**config.mk**
```make
export PLATFORM = sky130hd
export DESIGN_NAME = mc_controller
export DESIGN_NICKNAME = d
export VERILOG_FILES = /design/src/rtl/mc_pkg.sv /design/src/rtl/mc_alu_ctrl.sv /design/src/rtl/mc_controller.sv
export SDC_FILE = /design/constraint.sdc
export NUM_CORES = 1
export LEC_CHECK = 0
export CAP_MARGIN = 15
export CORE_AREA = 4 4 47 57
export DETAILED_ROUTE_END_ITERATION = 7
export DIE_AREA = 0 0 51 61
export GPL_ROUTABILITY_DRIVEN = 0
export PLACE_DENSITY = 0.82
export SETUP_SLACK_MARGIN = 0.1
export SLEW_MARGIN = 20
export SYNTH_ARGS = -nofsm -noshare
export SYNTH_HDL_FRONTEND = slang
export SYNTH_SLANG_ARGS = --single-unit
```
**constraint.sdc**
```tcl
create_clock -name clk -period 2.3 [get_ports clk]
set_clock_uncertainty 0.1 [all_clocks]
set_input_delay 0.345 -clock clk [delete_from_list [all_inputs] [get_ports clk]]
set_output_delay 0.345 -clock clk [all_outputs]
set_load 0.005 [all_outputs]
```
**src/rtl/mc_pkg.sv**
```systemverilog
// Shared encodings for the accumulator MIPS multicycle controller and datapath ALU.
// Holds opcode/func codes, mux select encodings, the controller state enum and decode helpers.
package mc_pkg;

  localparam int INST_W = 16;
  localparam int OP_W   = 4;

  typedef enum logic [OP_W-1:0] {
    OP_LOAD  = 4'b0000,
    OP_STORE = 4'b0001,
    OP_JUMP  = 4'b0010,
    OP_BRZ   = 4'b0100,
    OP_TYPEC = 4'b1000,
    OP_ADDI  = 4'b1100,
    OP_SUBI  = 4'b1101,
    OP_ANDI  = 4'b1110,
    OP_ORI   = 4'b1111
  } opcode_e;

  localparam logic [8:0] FN_MOVETO   = 9'b0_0000_0001;
  localparam logic [8:0] FN_MOVEFROM = 9'b0_0000_0010;
  localparam logic [8:0] FN_ADD      = 9'b0_0000_0100;
  localparam logic [8:0] FN_SUB      = 9'b0_0000_1000;
  localparam logic [8:0] FN_AND      = 9'b0_0001_0000;
  localparam logic [8:0] FN_OR       = 9'b0_0010_0000;
  localparam logic [8:0] FN_NOT      = 9'b0_0100_0000;
  localparam logic [8:0] FN_NOP      = 9'b0_1000_0000;

  typedef enum logic [2:0] {
    ALU_ADD    = 3'b000,
    ALU_SUB    = 3'b001,
    ALU_AND    = 3'b010,
    ALU_OR     = 3'b011,
    ALU_NOT_B  = 3'b100,
    ALU_PASS_B = 3'b101,
    ALU_PASS_A = 3'b110
  } aluop_e;

  typedef enum logic [1:0] {
    PC_ADR12  = 2'd0,
    PC_ALUOUT = 2'd1,
    PC_PAGE   = 2'd2,
    PC_ALURES = 2'd3
  } pcsrc_e;

  typedef enum logic [1:0] {
    WS_A      = 2'd0,
    WS_ALUOUT = 2'd1,
    WS_MDR    = 2'd2
  } writesrc_e;

  typedef enum logic [1:0] {
    SB_B     = 2'd0,
    SB_ONE   = 2'd1,
    SB_IMM12 = 2'd2
  } alusrcb_e;

  typedef enum logic [2:0] {
    S_FETCH,
    S_DECODE,
    S_LD_MEM,
    S_LD_WB,
    S_ST_MEM,
    S_RT_EX,
    S_IM_EX,
    S_ALU_WB
  } state_e;

  function automatic logic isValidOp(input logic [OP_W-1:0] op);
    case (op)
      OP_LOAD, OP_STORE, OP_JUMP, OP_BRZ, OP_TYPEC,
      OP_ADDI, OP_SUBI, OP_ANDI, OP_ORI: isValidOp = 1'b1;
      default:                           isValidOp = 1'b0;
    endcase
  endfunction

  function automatic logic isValidFunc(input logic [8:0] fn);
    case (fn)
      FN_MOVETO, FN_MOVEFROM, FN_ADD, FN_SUB,
      FN_AND, FN_OR, FN_NOT, FN_NOP: isValidFunc = 1'b1;
      default:                       isValidFunc = 1'b0;
    endcase
  endfunction

endpackage

```
**src/rtl/mc_alu_ctrl.sv**
```systemverilog
// ALU operation select and illegal-instruction detection for the multicycle controller.
// Purely combinational from the current state, opcode and TYPE-C function field.
module mc_alu_ctrl
  import mc_pkg::*;
(
  input  state_e          state_i,
  input  logic [OP_W-1:0] opcode_i,
  input  logic [8:0]      func_i,
  output logic [2:0]      aluOp_o,
  output logic            illegal_o
);

  always_comb begin
    aluOp_o   = ALU_ADD;
    illegal_o = 1'b0;
    case (state_i)
      S_DECODE: begin
        if (opcode_i == OP_BRZ) aluOp_o = ALU_PASS_A;
        illegal_o = !isValidOp(opcode_i) ||
                    ((opcode_i == OP_TYPEC) && !isValidFunc(func_i));
      end
      S_RT_EX: begin
        case (func_i)
          FN_MOVEFROM: aluOp_o = ALU_PASS_B;
          FN_ADD:      aluOp_o = ALU_ADD;
          FN_SUB:      aluOp_o = ALU_SUB;
          FN_AND:      aluOp_o = ALU_AND;
          FN_OR:       aluOp_o = ALU_OR;
          FN_NOT:      aluOp_o = ALU_NOT_B;
          default:     aluOp_o = ALU_ADD;
        endcase
      end
      // ADDI..ORI share opcode[3:2]=11, so the low bits map straight onto ADD/SUB/AND/OR
      S_IM_EX: aluOp_o = {1'b0, opcode_i[1:0]};
      default: aluOp_o = ALU_ADD;
    endcase
  end

endmodule

```
**src/rtl/mc_controller.sv**
```systemverilog
// Multicycle control FSM for the 16-bit accumulator MIPS; drives every datapath select and enable.
// While rst is high all outputs are forced to zero regardless of the held state.
module mc_controller
  import mc_pkg::*;
(
  input  logic              clk,
  input  logic              rst,
  input  logic [INST_W-1:0] instruction,
  input  logic              zero,
  output logic [1:0]        PCSrc,
  output logic              PCWrite,
  output logic              IorD,
  output logic              MemRead,
  output logic              MemWrite,
  output logic              Reg1Src,
  output logic              RegDst,
  output logic [1:0]        writeSrc,
  output logic              RegWrite,
  output logic              ALUSrcA,
  output logic [1:0]        ALUSrcB,
  output logic [2:0]        ALUop,
  output logic              IRWrite,
  output logic              instr_done,
  output logic              illegal
);

  state_e          state_q, state_d;
  logic [OP_W-1:0] opcode;
  logic [8:0]      func;
  logic [2:0]      aluOpCtrl;
  logic            illegalCtrl;
  logic            unusedRi;

  assign opcode   = instruction[15:12];
  assign func     = instruction[8:0];
  assign unusedRi = ^instruction[11:9];

  mc_alu_ctrl uAluCtrl (
    .state_i   (state_q),
    .opcode_i  (opcode),
    .func_i    (func),
    .aluOp_o   (aluOpCtrl),
    .illegal_o (illegalCtrl)
  );

  always_ff @(posedge clk) begin
    if (rst) state_q <= S_FETCH;
    else     state_q <= state_d;
  end

  always_comb begin
    state_d = S_FETCH;
    case (state_q)
      S_FETCH: state_d = S_DECODE;
      S_DECODE: begin
        if (illegalCtrl) state_d = S_FETCH;
        else begin
          case (opcode)
            OP_LOAD:                          state_d = S_LD_MEM;
            OP_STORE:                         state_d = S_ST_MEM;
            OP_TYPEC:                         state_d = S_RT_EX;
            OP_ADDI, OP_SUBI, OP_ANDI, OP_ORI: state_d = S_IM_EX;
            default:                          state_d = S_FETCH;
          endcase
        end
      end
      S_LD_MEM: state_d = S_LD_WB;
      S_RT_EX:  state_d = ((func == FN_MOVETO) || (func == FN_NOP)) ? S_FETCH : S_ALU_WB;
      S_IM_EX:  state_d = S_ALU_WB;
      default:  state_d = S_FETCH;
    endcase
  end

  always_comb begin
    PCSrc      = PC_ADR12;
    PCWrite    = 1'b0;
    IorD       = 1'b0;
    MemRead    = 1'b0;
    MemWrite   = 1'b0;
    Reg1Src    = 1'b0;
    RegDst     = 1'b0;
    writeSrc   = WS_A;
    RegWrite   = 1'b0;
    ALUSrcA    = 1'b0;
    ALUSrcB    = SB_B;
    ALUop      = ALU_ADD;
    IRWrite    = 1'b0;
    instr_done = 1'b0;
    illegal    = 1'b0;
    if (!rst) begin
      ALUop   = aluOpCtrl;
      illegal = illegalCtrl;
      case (state_q)
        S_FETCH: begin
          MemRead = 1'b1;
          IRWrite = 1'b1;
          ALUSrcB = SB_ONE;
          PCSrc   = PC_ALURES;
          PCWrite = 1'b1;
        end
        S_DECODE: begin
          if (illegalCtrl) instr_done = 1'b1;
          else if (opcode == OP_JUMP) begin
            PCSrc      = PC_ADR12;
            PCWrite    = 1'b1;
            instr_done = 1'b1;
          end else if (opcode == OP_BRZ) begin
            ALUSrcA    = 1'b1;
            PCSrc      = PC_PAGE;
            PCWrite    = zero;
            instr_done = 1'b1;
          end
        end
        S_LD_MEM: begin
          IorD    = 1'b1;
          MemRead = 1'b1;
        end
        S_LD_WB: begin
          RegWrite   = 1'b1;
          writeSrc   = WS_MDR;
          instr_done = 1'b1;
        end
        S_ST_MEM: begin
          IorD       = 1'b1;
          MemWrite   = 1'b1;
          instr_done = 1'b1;
        end
        S_RT_EX: begin
          if (func == FN_MOVETO) begin
            RegWrite   = 1'b1;
            RegDst     = 1'b1;
            writeSrc   = WS_A;
            instr_done = 1'b1;
          end else if (func == FN_NOP) begin
            instr_done = 1'b1;
          end else begin
            ALUSrcA = 1'b1;
            ALUSrcB = SB_B;
          end
        end
        S_IM_EX: begin
          ALUSrcA = 1'b1;
          ALUSrcB = SB_IMM12;
        end
        S_ALU_WB: begin
          RegWrite   = 1'b1;
          writeSrc   = WS_ALUOUT;
          instr_done = 1'b1;
        end
        default: ;
      endcase
    end
  end

endmodule

```
### Word-level counts from Yosys, hierarchy flattened

Memory sizes are Yosys's and may differ from the RTL's.
Cells that the tools add are included.

| storage, ports and cells | value |
|---|---|
| memories kept | 1 |
| output and inout port bits | 20 |
| bits in read-only memories | 16 |
| bits in registers | 3 |
| bits of input ports | 19 |
| logic and storage cells | 91 |

| cells by class | value |
|---|---|
| equal/unequal tests | 23 |
| reductions and logical operators | 13 |
| multiplexer cells | 53 |

Memories:

| memory | depth | width | rd ports | clocked after Yosys merged registers in | wr ports | line | text |
|---|---|---|---|---|---|---|---|
| (no name shown) | 16 | 1 | 1 | 0 | 0 | mc_pkg.sv:70 | `case (op)` |

Operators with widths:

| operator | count |
|---|---|
| 1-bit two-way mux | 32 |
| 3-bit case mux with 5 select lines | 2 |
| 4-bit equality test, second input constant | 5 |
| 3-bit equality test, second input constant | 4 |
| 2-bit two-way mux | 6 |
| 3-bit two-way mux | 4 |
| 2-bit case mux with 2 select lines | 3 |
| 3-bit case mux with 4 select lines | 1 |
| 9-bit by 1-bit equality test with 1-bit output, second input constant | 1 |
| 9-bit by 2-bit equality test with 1-bit output, second input constant | 1 |
| 9-bit by 3-bit equality test with 1-bit output, second input constant | 1 |
| 9-bit by 4-bit equality test with 1-bit output, second input constant | 1 |
| 9-bit by 5-bit equality test with 1-bit output, second input constant | 1 |
| 9-bit by 6-bit equality test with 1-bit output, second input constant | 1 |
| 9-bit by 7-bit equality test with 1-bit output, second input constant | 1 |
| 9-bit by 8-bit equality test with 1-bit output, second input constant | 1 |
| 3-bit case mux with 3 select lines | 1 |
| 8-bit OR reduction | 1 |
| 3-bit by 2-bit equality test with 1-bit output, second input constant | 2 |
| 1-bit case mux with 3 select lines | 2 |
| 2-bit OR reduction | 3 |
| 4-bit by 1-bit equality test with 1-bit output, second input constant | 1 |
| 4-bit by 2-bit equality test with 1-bit output, second input constant | 1 |
| 4-bit by 3-bit equality test with 1-bit output, second input constant | 1 |
| other kinds (9) | 12 |

### Logic depth before layout (Yosys ltp)

Gate-level depths: netlist (run 1).

| logic depth | value |
|---|---|
| depth after elaboration | 11 |
| mapped depth | 7 |

### Cells and area by module

Synthesis (run 1) repeated with hierarchy kept, for this count alone.

| unflattened totals | value |
|---|---|
| cell total of the unflattened synthesis | 116 |
| area total of the unflattened synthesis | 794.5 um2 |

By module, submodules not included:

| module | times used | area an instance (um2) | cells each |
|---|---|---|---|
| mc_controller | 1 | 505.5 | 72 |
| mc_alu_ctrl | 1 | 289.0 | 44 |

### Worst setup path before layout (run 1)

Ideal clock, no wire load.

| timing path | value |
|---|---|
| path type | flip-flop to output port |
| start | reg state_q[1] |
| end | out instr_done |
| stages on the path, launching flop included | 8 |
| required time | 1.855 ns |
| arrival time | 1.459 ns |
| path slack | 0.396 ns |
| cell sequence | dfxtp_1 -> inv_1 -> ha_1 -> clkbuf_1 -> nand2_1 -> nor2_1 -> a221o_1 -> a22o_1 |

| on the way | value |
|---|---|
| longest elaborated chain between the ends | 5 |
| elaborated cells between the ends (all ways) | 10 |
| classes of those cells | 5 x eq/ne; 4 x mux; 1 x reduce/logical |

Ends and longest elaborated chain:

| element | line | text |
|---|---|---|
| start: declaration | mc_controller.sv:27 | `state_e state_q, state_d;` |
| start signal: assignment | mc_controller.sv:48 | `else state_q <= state_d;` |
| 3-bit by 1-bit equality test with 1-bit output | mc_alu_ctrl.sv:16, mc_controller.sv:93 |  |
| 1-bit two-way mux | mc_alu_ctrl.sv:16 | `case (state_i)` |
| 1-bit two-way mux | mc_controller.sv:102 | `if (illegalCtrl) instr_done = 1'b1;` |
| 1-bit case mux with 3 select lines (*) | mc_controller.sv:93 | `case (state_q)` |
| 1-bit two-way mux (*) | mc_controller.sv:90 | `if (!rst) begin` |
| end: declaration | mc_controller.sv:23 | `output logic instr_done,` |

Mark *: on every way between the ends. The rest lies on a longest branch, timed or not.

### Worst setup path after layout (run 1)

| timing path | value |
|---|---|
| start | in instruction[7] |
| end | reg state_q[2] |

| on the way | value |
|---|---|
| longest elaborated chain between the ends | 10 |
| elaborated cells between the ends (all ways) | 19 |
| classes of those cells | 8 x eq/ne; 6 x mux; 5 x reduce/logical |

Ends and longest elaborated chain:

| element | line | text |
|---|---|---|
| start: declaration | mc_controller.sv:8 | `input logic [INST_W-1:0] instruction,` |
| 9-bit by 1-bit equality test with 1-bit output, or another cell as far along | mc_pkg.sv:78, mc_controller.sv:68 |  |
| 8-bit OR reduction | mc_pkg.sv:78 | `case (fn)` |
| 1-bit two-way mux | mc_pkg.sv:78 |  |
| 1-bit two-way mux | mc_alu_ctrl.sv:16 |  |
| 1-bit logical NOT | mc_alu_ctrl.sv:20 | `((opcode_i == OP_TYPEC) && !isValidFunc(func_i));` |
| 1-bit logical AND | mc_alu_ctrl.sv:20 |  |
| 1-bit logical OR | mc_alu_ctrl.sv:19 | `illegal_o = !isValidOp(opcode_i) \|\|` |
| 1-bit two-way mux | mc_alu_ctrl.sv:16 |  |
| 3-bit two-way mux | mc_controller.sv:56 | `if (illegalCtrl) state_d = S_FETCH;` |
| 3-bit case mux with 5 select lines (*) | mc_controller.sv:53 | `case (state_q)` |

Mark *: on every way between the ends. The rest lies on a longest branch, timed or not. The select of a mux whose other input is x is not followed.
A chain may end at the register's enable or synchronous reset.

==> results of run 1 <==
-- metrics by stage --
| step | std cells | area (µm²) | setup slack, ns | power (µW) |
|---|---|---|---|---|
| after floorplan | 124 | 852.1 | 0.3957 | 323.6 |
| after global placement | 203 | 1363 | -0.4984 | 562.3 |
| after detailed placement | 203 | 1363 | -0.6652 | 578.1 |
| after CTS | 223 | 1588 | 0.03248 | 720.9 |
| after global routing | 228 | 1647 | -0.01705 | 792.6 |
| final | 228 | 1647 | 0.03627 | 745.7 |
-- kinds of logic (layout without fill, tap and decap cells) --
family	after synthesis	in the layout	synth area share
and+or+nand+nor	55	55	0.4009
buffers and inverters	18	92	0.1131
muxes	1	1	0.01175
adders and majority gates	5	5	0.07342
other	1	1	0.004401
DFF	3	3	0.07049
xor gates and xnor gates	6	6	0.06169
AOI/OAI and AO/OA	35	35	0.2643
-- cell usage after synthesis, types with 2 or more instances --
cell type                   n  area (µm²)
sky130_fd_sc_hd__buf_6      2       22.52
sky130_fd_sc_hd__ha_1       5       62.56
sky130_fd_sc_hd__xnor2_1    3       26.28
sky130_fd_sc_hd__nand3_1    2       10.01
sky130_fd_sc_hd__nor2_2     2       12.51
sky130_fd_sc_hd__nand4_1    2       12.51
sky130_fd_sc_hd__a31oi_1    3       18.77
sky130_fd_sc_hd__buf_4      2       15.01
sky130_fd_sc_hd__nor3_1     8       40.04
sky130_fd_sc_hd__nand2_1    7       26.28
sky130_fd_sc_hd__and3_1     3       18.77
sky130_fd_sc_hd__and2_1     5       31.28
sky130_fd_sc_hd__clkbuf_1   4       15.01
sky130_fd_sc_hd__a21o_1     2       15.01
sky130_fd_sc_hd__dfxtp_1    3       60.06
sky130_fd_sc_hd__nand2b_1   2       12.51
sky130_fd_sc_hd__nor2_1     8       30.03
sky130_fd_sc_hd__inv_1      5       18.77
sky130_fd_sc_hd__xor2_1     3       26.28
sky130_fd_sc_hd__nor4_1     3       18.77
sky130_fd_sc_hd__a21oi_1   11       55.05
sky130_fd_sc_hd__nor2b_1    2       12.51
sky130_fd_sc_hd__buf_2      4       20.02
sky130_fd_sc_hd__o21ai_0    8       40.04
-- metal layers --
layer	wire (µm)	up-vias
met5	0	-
met4	214	0
met2	2142	70
li1	-	592
met3	225	24
met1	1471	631
-- placed cells by master (no fill, tap or decap), types with 2 or more instances in the layout --
master and n:
sky130_fd_sc_hd__nor4_1 2, sky130_fd_sc_hd__a21o_1 2, sky130_fd_sc_hd__a21oi_1 10, sky130_fd_sc_hd__nand2_1 7, sky130_fd_sc_hd__dfxtp_2 2, sky130_fd_sc_hd__clkdlybuf4s15_1 2
sky130_fd_sc_hd__a21oi_2 2, sky130_fd_sc_hd__clkbuf_4 4, sky130_fd_sc_hd__nor2_1 7, sky130_fd_sc_hd__ha_4 2, sky130_fd_sc_hd__and3_1 3, sky130_fd_sc_hd__nand3_1 2
sky130_fd_sc_hd__nor2_2 2, sky130_fd_sc_hd__clkbuf_2 4, sky130_fd_sc_hd__ha_1 3, sky130_fd_sc_hd__nor3_2 2, sky130_fd_sc_hd__nor4b_4 2, sky130_fd_sc_hd__dlymetal6s2s_1 2
sky130_fd_sc_hd__xnor2_1 3, sky130_fd_sc_hd__xor2_1 2, sky130_fd_sc_hd__o21ai_0 7, sky130_fd_sc_hd__buf_2 4, sky130_fd_sc_hd__buf_6 3, sky130_fd_sc_hd__nand2b_1 2
sky130_fd_sc_hd__clkdlybuf4s50_1 9, sky130_fd_sc_hd__nor4_4 2, sky130_fd_sc_hd__buf_4 48, sky130_fd_sc_hd__nor3_1 6, sky130_fd_sc_hd__a31oi_1 2, sky130_fd_sc_hd__inv_1 3
sky130_fd_sc_hd__inv_2 2, sky130_fd_sc_hd__and2_1 4, sky130_fd_sc_hd__dlygate4sd2_1 9, sky130_fd_sc_hd__nand4_1 2
-- worst max-delay path by stage --
stage,start,endpoint,depth (start not counted)
floorplan,state_q[1],instr_done,7
global placement,instruction[4],instr_done,7
detailed placement,instruction[4],instr_done,6
CTS,instruction[0],instr_done,7
global route,instruction[0],state_q[2],13
finish,instruction[7],state_q[2],14
-- worst max-delay path, stage by stage --
cell and delay [ns]:
sky130_fd_sc_hd__buf_8 0.10, sky130_fd_sc_hd__buf_6 0.11, sky130_fd_sc_hd__nor4b_4 0.25, sky130_fd_sc_hd__a211oi_2 0.10
sky130_fd_sc_hd__buf_4 0.16, sky130_fd_sc_hd__nor4_4 0.30, sky130_fd_sc_hd__a31oi_1 0.09, sky130_fd_sc_hd__buf_4 0.15
sky130_fd_sc_hd__buf_4 0.12, sky130_fd_sc_hd__buf_4 0.12, sky130_fd_sc_hd__buf_4 0.12, sky130_fd_sc_hd__buf_4 0.12
sky130_fd_sc_hd__buf_4 0.13, sky130_fd_sc_hd__a31oi_4 0.11
-- power by group --
part           leakage (µW)  internal (µW)  switching (µW)
sequential        0.0000261           71.5            22.3
combinational      0.000703            290             265
clock             0.0000150           65.3            31.4
-- layout make-up --
| class | instances | area, µm² | area share |
|---|---|---|---|
| clock buffers | 4 | 26.28 | 0.01596 |
| inverters | 5 | 18.77 | 0.01140 |
| multi-input cells | 103 | 827.0 | 0.5023 |
| flip-flops and latches | 3 | 66.31 | 0.04027 |
| well taps | 30 | 37.54 | 0.02280 |
| repair buffers | 83 | 670.6 | 0.4073 |
-- repair_timing --
action                     in CTS  in global routing
setup endpoints to repair      16                  8
setup buffers                  16                  6
hold buffers                    0                  0
pin swaps                      17                 10
resized for setup              72                 30
==> flow_summary.rst, run 1 <==
.. list-table::
   :header-rows: 1

   * - Metric
     - Value
   * - Port-buffer cells
     - 34
   * - FF-to-FF path depth
     - 8
   * - Area grow syn2layout
     - 93.25%
   * - Post-detailed-route wirelength per cell
     - 17.78 µm
   * - Unique masters post-synth
     - between 40 and 50
   * - Vias in the first global route
     - 1246
   * - Flip-flop and latch count after synthesis
     - 3
   * - Post-layout net count
     - 223
   * - Horiz. Die Dim
     - approximately 50 µm
   * - Number of buffers on the longest clock path
     - 2
   * - Registers with the most flip-flops
     - state_q x3
   * - Count of mapped cells out of synthesis
     - ~120
   * - Share of the yosys chip area belonging to registers
     - 0.07048
   * - Overall Global Routing Usage
     - 0.2344
   * - Leakage
     - between 0.0007 and 0.0008 µW
   * - Area of the die
     - 0.003111 mm²
   * - Global-route wire length before repair
     - 5.471 mm
   * - Via Count
     - ~1300
   * - Hold path startpoint
     - instruction[2]
   * - Type of origin of the critical path
     - input port
   * - Clock sink total
     - 3
   * - Final core utilization
     - 0.7861
   * - Post-DR vias/cell
     - 5.776
   * - CTS HTree Levels
     - 1
   * - Fin Setup TNS
     - 0 ns
   * - First-pass iteration count of the detailed router
     - 4
   * - Highest Clock Rate
     - approximately 440 MHz
   * - Worst voltage drop across the vdd grid
     - 289.3 µV
   * - Power per standard cell area
     - 452.9 mW/mm²
   * - Post-synth EDFFs
     - 0
   * - Pin count of the biggest net entering global routing
     - 13
   * - Total clock buffers created by CTS
     - 3
   * - Largest register by flop count
     - state_q
   * - Final-report hold violation count
     - 0
   * - Max FO, Critical Path
     - 3
   * - Minimum clock period
     - 2.264 ns
   * - Placeable core region
     - 0.002095 mm²
   * - I/O pin count
     - 39
   * - Most used routing layer in global routing
     - met2
   * - Initial Util
     - 0.4068
   * - Hold-critical path depth
     - 4
   * - Async SR Flop Fraction
     - 0
   * - Max FFs per register
     - 3
   * - Final setup violation count
     - 0
   * - Final Routed Wirelength
     - 4.054 mm
   * - CTS tree
     - built
   * - Share of post-route cells with drive strength above 1
     - 0.4798
   * - Met3 routing resource usage after global routing
     - 0.03440
   * - Floorplan die height
     - 61 µm
   * - Number of DRC markers after the initial detailed-route iteration
     - 41
   * - Max Cap Violations
     - 0
   * - Count of unresolved DRC violations after routing
     - 0
   * - Dominant register cell in the synthesized netlist
     - sky130_fd_sc_hd__dfxtp_1
   * - Result of the run
     - finished clean
   * - Worst-Skew Late Latency
     - 0.24 ns
   * - Arrival time at the worst endpoint
     - 2.33 ns
   * - Antenna cells
     - 0
   * - GR Layer Usage met2
     - 0.4494
   * - Setup CP Type
     - in -> reg
   * - Kind of capture point of the worst setup path
     - flop
   * - Number of placement rows
     - 18
   * - Min Hold Slack
     - 0.6138 ns
   * - Number of routed nets with antenna violations
     - 0
   * - Hold EP
     - state_q[0]
   * - Worst min path class
     - in -> reg
   * - Worst R2R Start
     - state_q[0]
   * - Remaining global-route overflow
     - 0
   * - Worst setup slack for register-to-register paths
     - roughly 0.57 ns
   * - Final period util
     - 0.9842
   * - Count of final max-slew check failures
     - 0
   * - Initial antenna violation count
     - 0
   * - Net count after synthesis
     - roughly 150
   * - Count of fill cells added during filler insertion
     - around 140
   * - GRT met1 Usage
     - 0.2368
   * - Syn avg cell area
     - 6.872 µm²
   * - Synthesis warning total
     - 0
   * - RSZ-0062 raised after global routing
     - yes
   * - Clock-pin slew reported for the worst setup and hold paths after clock tree synthesis
     - ~0.040 ns
   * - Summed instance area of the synthesized netlist
     - 852.1 µm²
   * - Half-perimeter wire length of the detailed placement result
     - 2.339 mm
   * - Clock root buffer master
     - sky130_fd_sc_hd__clkbuf_4
   * - WP data required
     - ~2.4 ns
   * - Endpoint of the worst register-to-register path
     - state_q[0]
(Power assumes the default switching activity.)
==> inputs of run 2 (changes only) <==
==> constraint.sdc (replaced) <==
create_clock -name clk -period 2.1 [get_ports clk]
set_clock_uncertainty 0.1 [all_clocks]
set_input_delay 0.315 -clock clk [delete_from_list [all_inputs] [get_ports clk]]
set_output_delay 0.315 -clock clk [all_outputs]
set_load 0.005 [all_outputs]
==> run 2 against run 1 <==
Against the previous run:
- sequential power grew 9%
- flip-flop and latch count did not move
- combinational power rose by 23%
- design area is 3.6% higher
- utilization increased by 2.8 points
- non-clock buffer count up 1
- critical path type is now reg -> out
==> flow_summary.rst, run 2 (same netlist as run 1, synthesis figures left out) <==
.. list-table::
   :header-rows: 1

   * - Metric
     - Value
   * - Power per standard cell area
     - 524.3 mW/mm² (+16%)
   * - Final setup violation count
     - 0 (unchanged)
   * - Post-DR vias/cell
     - 5.943 (+2.9%)
   * - Worst voltage drop across the vdd grid
     - 348.0 µV (+20%)
   * - Min Hold Slack
     - 0.5477 ns (-0.06608 ns)
   * - CTS HTree Levels
     - 1 (unchanged)
   * - Final Instance Count excl. Fillers
     - 229 (+0.44%)
   * - Number of buffers on the longest clock path
     - 2 (unchanged)
   * - Hold path startpoint
     - state_q[2]
   * - Hold-critical path depth
     - 3 (-1)
   * - Vias in the first global route
     - 1269 (+1.8%)
   * - Post-cts hold buffer count
     - 0 (unchanged)
   * - Reported net switching power
     - 393.3 µW (+23%)
   * - Kind of capture point of the worst setup path
     - output port
   * - I/O pin count
     - 39 (unchanged)
   * - Initial Util
     - 0.4068 (unchanged)
   * - Endpoint of the worst register-to-register path
     - state_q[2]
   * - Final worst setup slack
     - 0.04932 ns (+0.01305 ns)
   * - Count of final max-slew check failures
     - 0 (unchanged)
   * - Number of DRC markers after the initial detailed-route iteration
     - 82 (+100%)
   * - Power share of the clock group
     - 0.120 (-0.010)
   * - Port-buffer cells
     - 34 (unchanged)
   * - Registers with the most flip-flops
     - state_q x3
   * - Number of instances in the placed design
     - 205 (+0.99%)
   * - Final-report hold violation count
     - 0 (unchanged)
   * - FF-to-FF path depth
     - 8 (unchanged)
   * - Max FFs per register
     - 3 (unchanged)
   * - Final period util
     - 0.9765
   * - Switching share of power
     - 0.4399 (+0.01223)
   * - Count of unresolved DRC violations after routing
     - 0 (unchanged)
   * - Initial antenna violation count
     - 0 (unchanged)
   * - Clock sink total
     - 3 (unchanged)
   * - Post-detailed-route wirelength per cell
     - 19.87 µm (+12%)
   * - Total clock buffers created by CTS
     - 3 (unchanged)
   * - Overall Global Routing Usage
     - 0.2551 (+0.02077)
   * - Setup CP Type
     - reg -> out
   * - Cell Int Power
     - 500.8 µW (+17%)
   * - Highest Clock Rate
     - slightly below 500 MHz
   * - Result of the run
     - finished clean
   * - Largest register by flop count
     - state_q
   * - Placeable core region
     - 0.002095 mm² (unchanged)
   * - Global-route wire length before repair
     - 5.968 mm (+9.1%)
   * - Worst min path class
     - reg -> reg
   * - Worst setup slack for register-to-register paths
     - 0.28 ns (-0.29 ns)
   * - Via Count
     - 1361 (+3.3%)
   * - Number of routed nets with antenna violations
     - 0 (unchanged)
   * - First-pass iteration count of the detailed router
     - 4 (unchanged)
   * - Combinational cell fraction of total power
     - 0.766 (+0.022)
   * - End point of the critical path
     - PCSrc[1]
   * - Relative contribution of sequential cells to total power
     - 0.114 (-0.012)
   * - Antenna cells
     - 0 (unchanged)
   * - Remaining global-route overflow
     - 0 (unchanged)
   * - Share of post-route cells with drive strength above 1
     - 0.5276 (+0.04784)
   * - RSZ-0062 raised after global routing
     - yes
   * - Final Routed Wirelength
     - 4.551 mm (+12%)
   * - Worst slack after detailed placement
     - -0.7203 ns (-0.05515 ns)
   * - CTS tree
     - built
   * - WP data required
     - 1.68 ns (-0.68 ns)
   * - Crit path from
     - state_q[0]
   * - Number of placement rows
     - 18 (unchanged)
   * - Area of the die
     - 0.003111 mm² (unchanged)
   * - Area grow syn2layout
     - 100.1%
   * - Leakage
     - 0.0007576 µW (+1.8%)
   * - Floorplan die height
     - 61 µm (unchanged)
   * - Worst R2R Start
     - state_q[0]
   * - Type of origin of the critical path
     - flop
   * - Most common cell after layout, fill and taps aside
     - sky130_fd_sc_hd__buf_4
   * - Clock-pin slew reported for the worst setup and hold paths after clock tree synthesis
     - 0.04 ns (about the same)
   * - Half-perimeter wire length of the detailed placement result
     - 2.310 mm (-1.2%)
   * - Max Cap Violations
     - 0 (unchanged)
   * - Pin count of the biggest net entering global routing
     - 11 (-2)
   * - Clock root buffer master
     - sky130_fd_sc_hd__clkbuf_4
   * - Horiz. Die Dim
     - 51 µm (unchanged)
   * - Commonest non-fill, non-tap cells in the layout
     - sky130_fd_sc_hd__buf_4, sky130_fd_sc_hd__dlygate4sd2_1, sky130_fd_sc_hd__a21oi_1, sky130_fd_sc_hd__buf_2, sky130_fd_sc_hd__buf_6
   * - Worst-Skew Late Latency
     - 0.24 ns (about the same)
   * - Minimum clock period
     - a little over 2 ns
   * - Arrival time at the worst endpoint
     - 1.64 ns (-0.69 ns)
   * - Max FO, Critical Path
     - 5 (+2)
   * - Post-layout net count
     - 224 (+0.45%)
run 2: worst max-delay path, cell delays in order (launching register included):
cell and delay (ns):
sky130_fd_sc_hd__dfxtp_4 0.37, sky130_fd_sc_hd__ha_4 0.17, sky130_fd_sc_hd__nor2b_4 0.15, sky130_fd_sc_hd__nand4b_1 0.17, sky130_fd_sc_hd__buf_4 0.20, sky130_fd_sc_hd__buf_6 0.11
sky130_fd_sc_hd__o21bai_1 0.10, sky130_fd_sc_hd__buf_2 0.12
run 2: worst min path at each step:
stage / slack [ns] / endpoint
after floorplan: 0.41 / state_q[0]
after global placement: 0.63 / state_q[1]
after detailed placement: 0.62 / state_q[1]
after CTS: 0.52 / state_q[1]
after global routing: 0.57 / state_q[1]
final: 0.55 / state_q[1]
run 2: routing by layer:
layer	global-route usage	routed length, µm
met5	0	0
met4	0.1269	261
met3	0.03194	287
met2	0.5120	2445
met1	0.2552	1558
run 2: area by class of cell:
cell class	count	area (µm²)
tap	30	37.54
fill	123	389.1
clock buffer	4	26.28
inverter	5	18.77
timing repair buffer	84	683.2
sequential	3	68.82
multi-input combinational	103	870.8
run 2: power by group through the flow:
stage	Combinational, µW	Sequential [µW]	Clock [µW]
floorplan	266	88.3	0
global placement	575	86.0	0
detailed placement	588	86.8	0
global route	734	102	116
finish	685	102	107
CTS	607	95.2	111
run 2: what timing repair did:
item                                    4_1_cts  5_1_grt
buffers inserted                             16        6
gates resized for setup                     109       40
pin swaps                                    15       19
endpoints found under the setup margin       19       12
run 2: metrics by stage:
stage	power [µW]	utilization	TNS (ns)	area, µm²
after detailed placement	674.6	0.6577	-5.913	1378
after CTS	813.0	0.7563	-0.07689	1584
after floorplan	354.4	-	0	852.1
after global routing	951.9	0.8142	-0.07578	1705
final	894.1	0.8142	0	1705
after global placement	661.1	0.6577	-4.956	1378
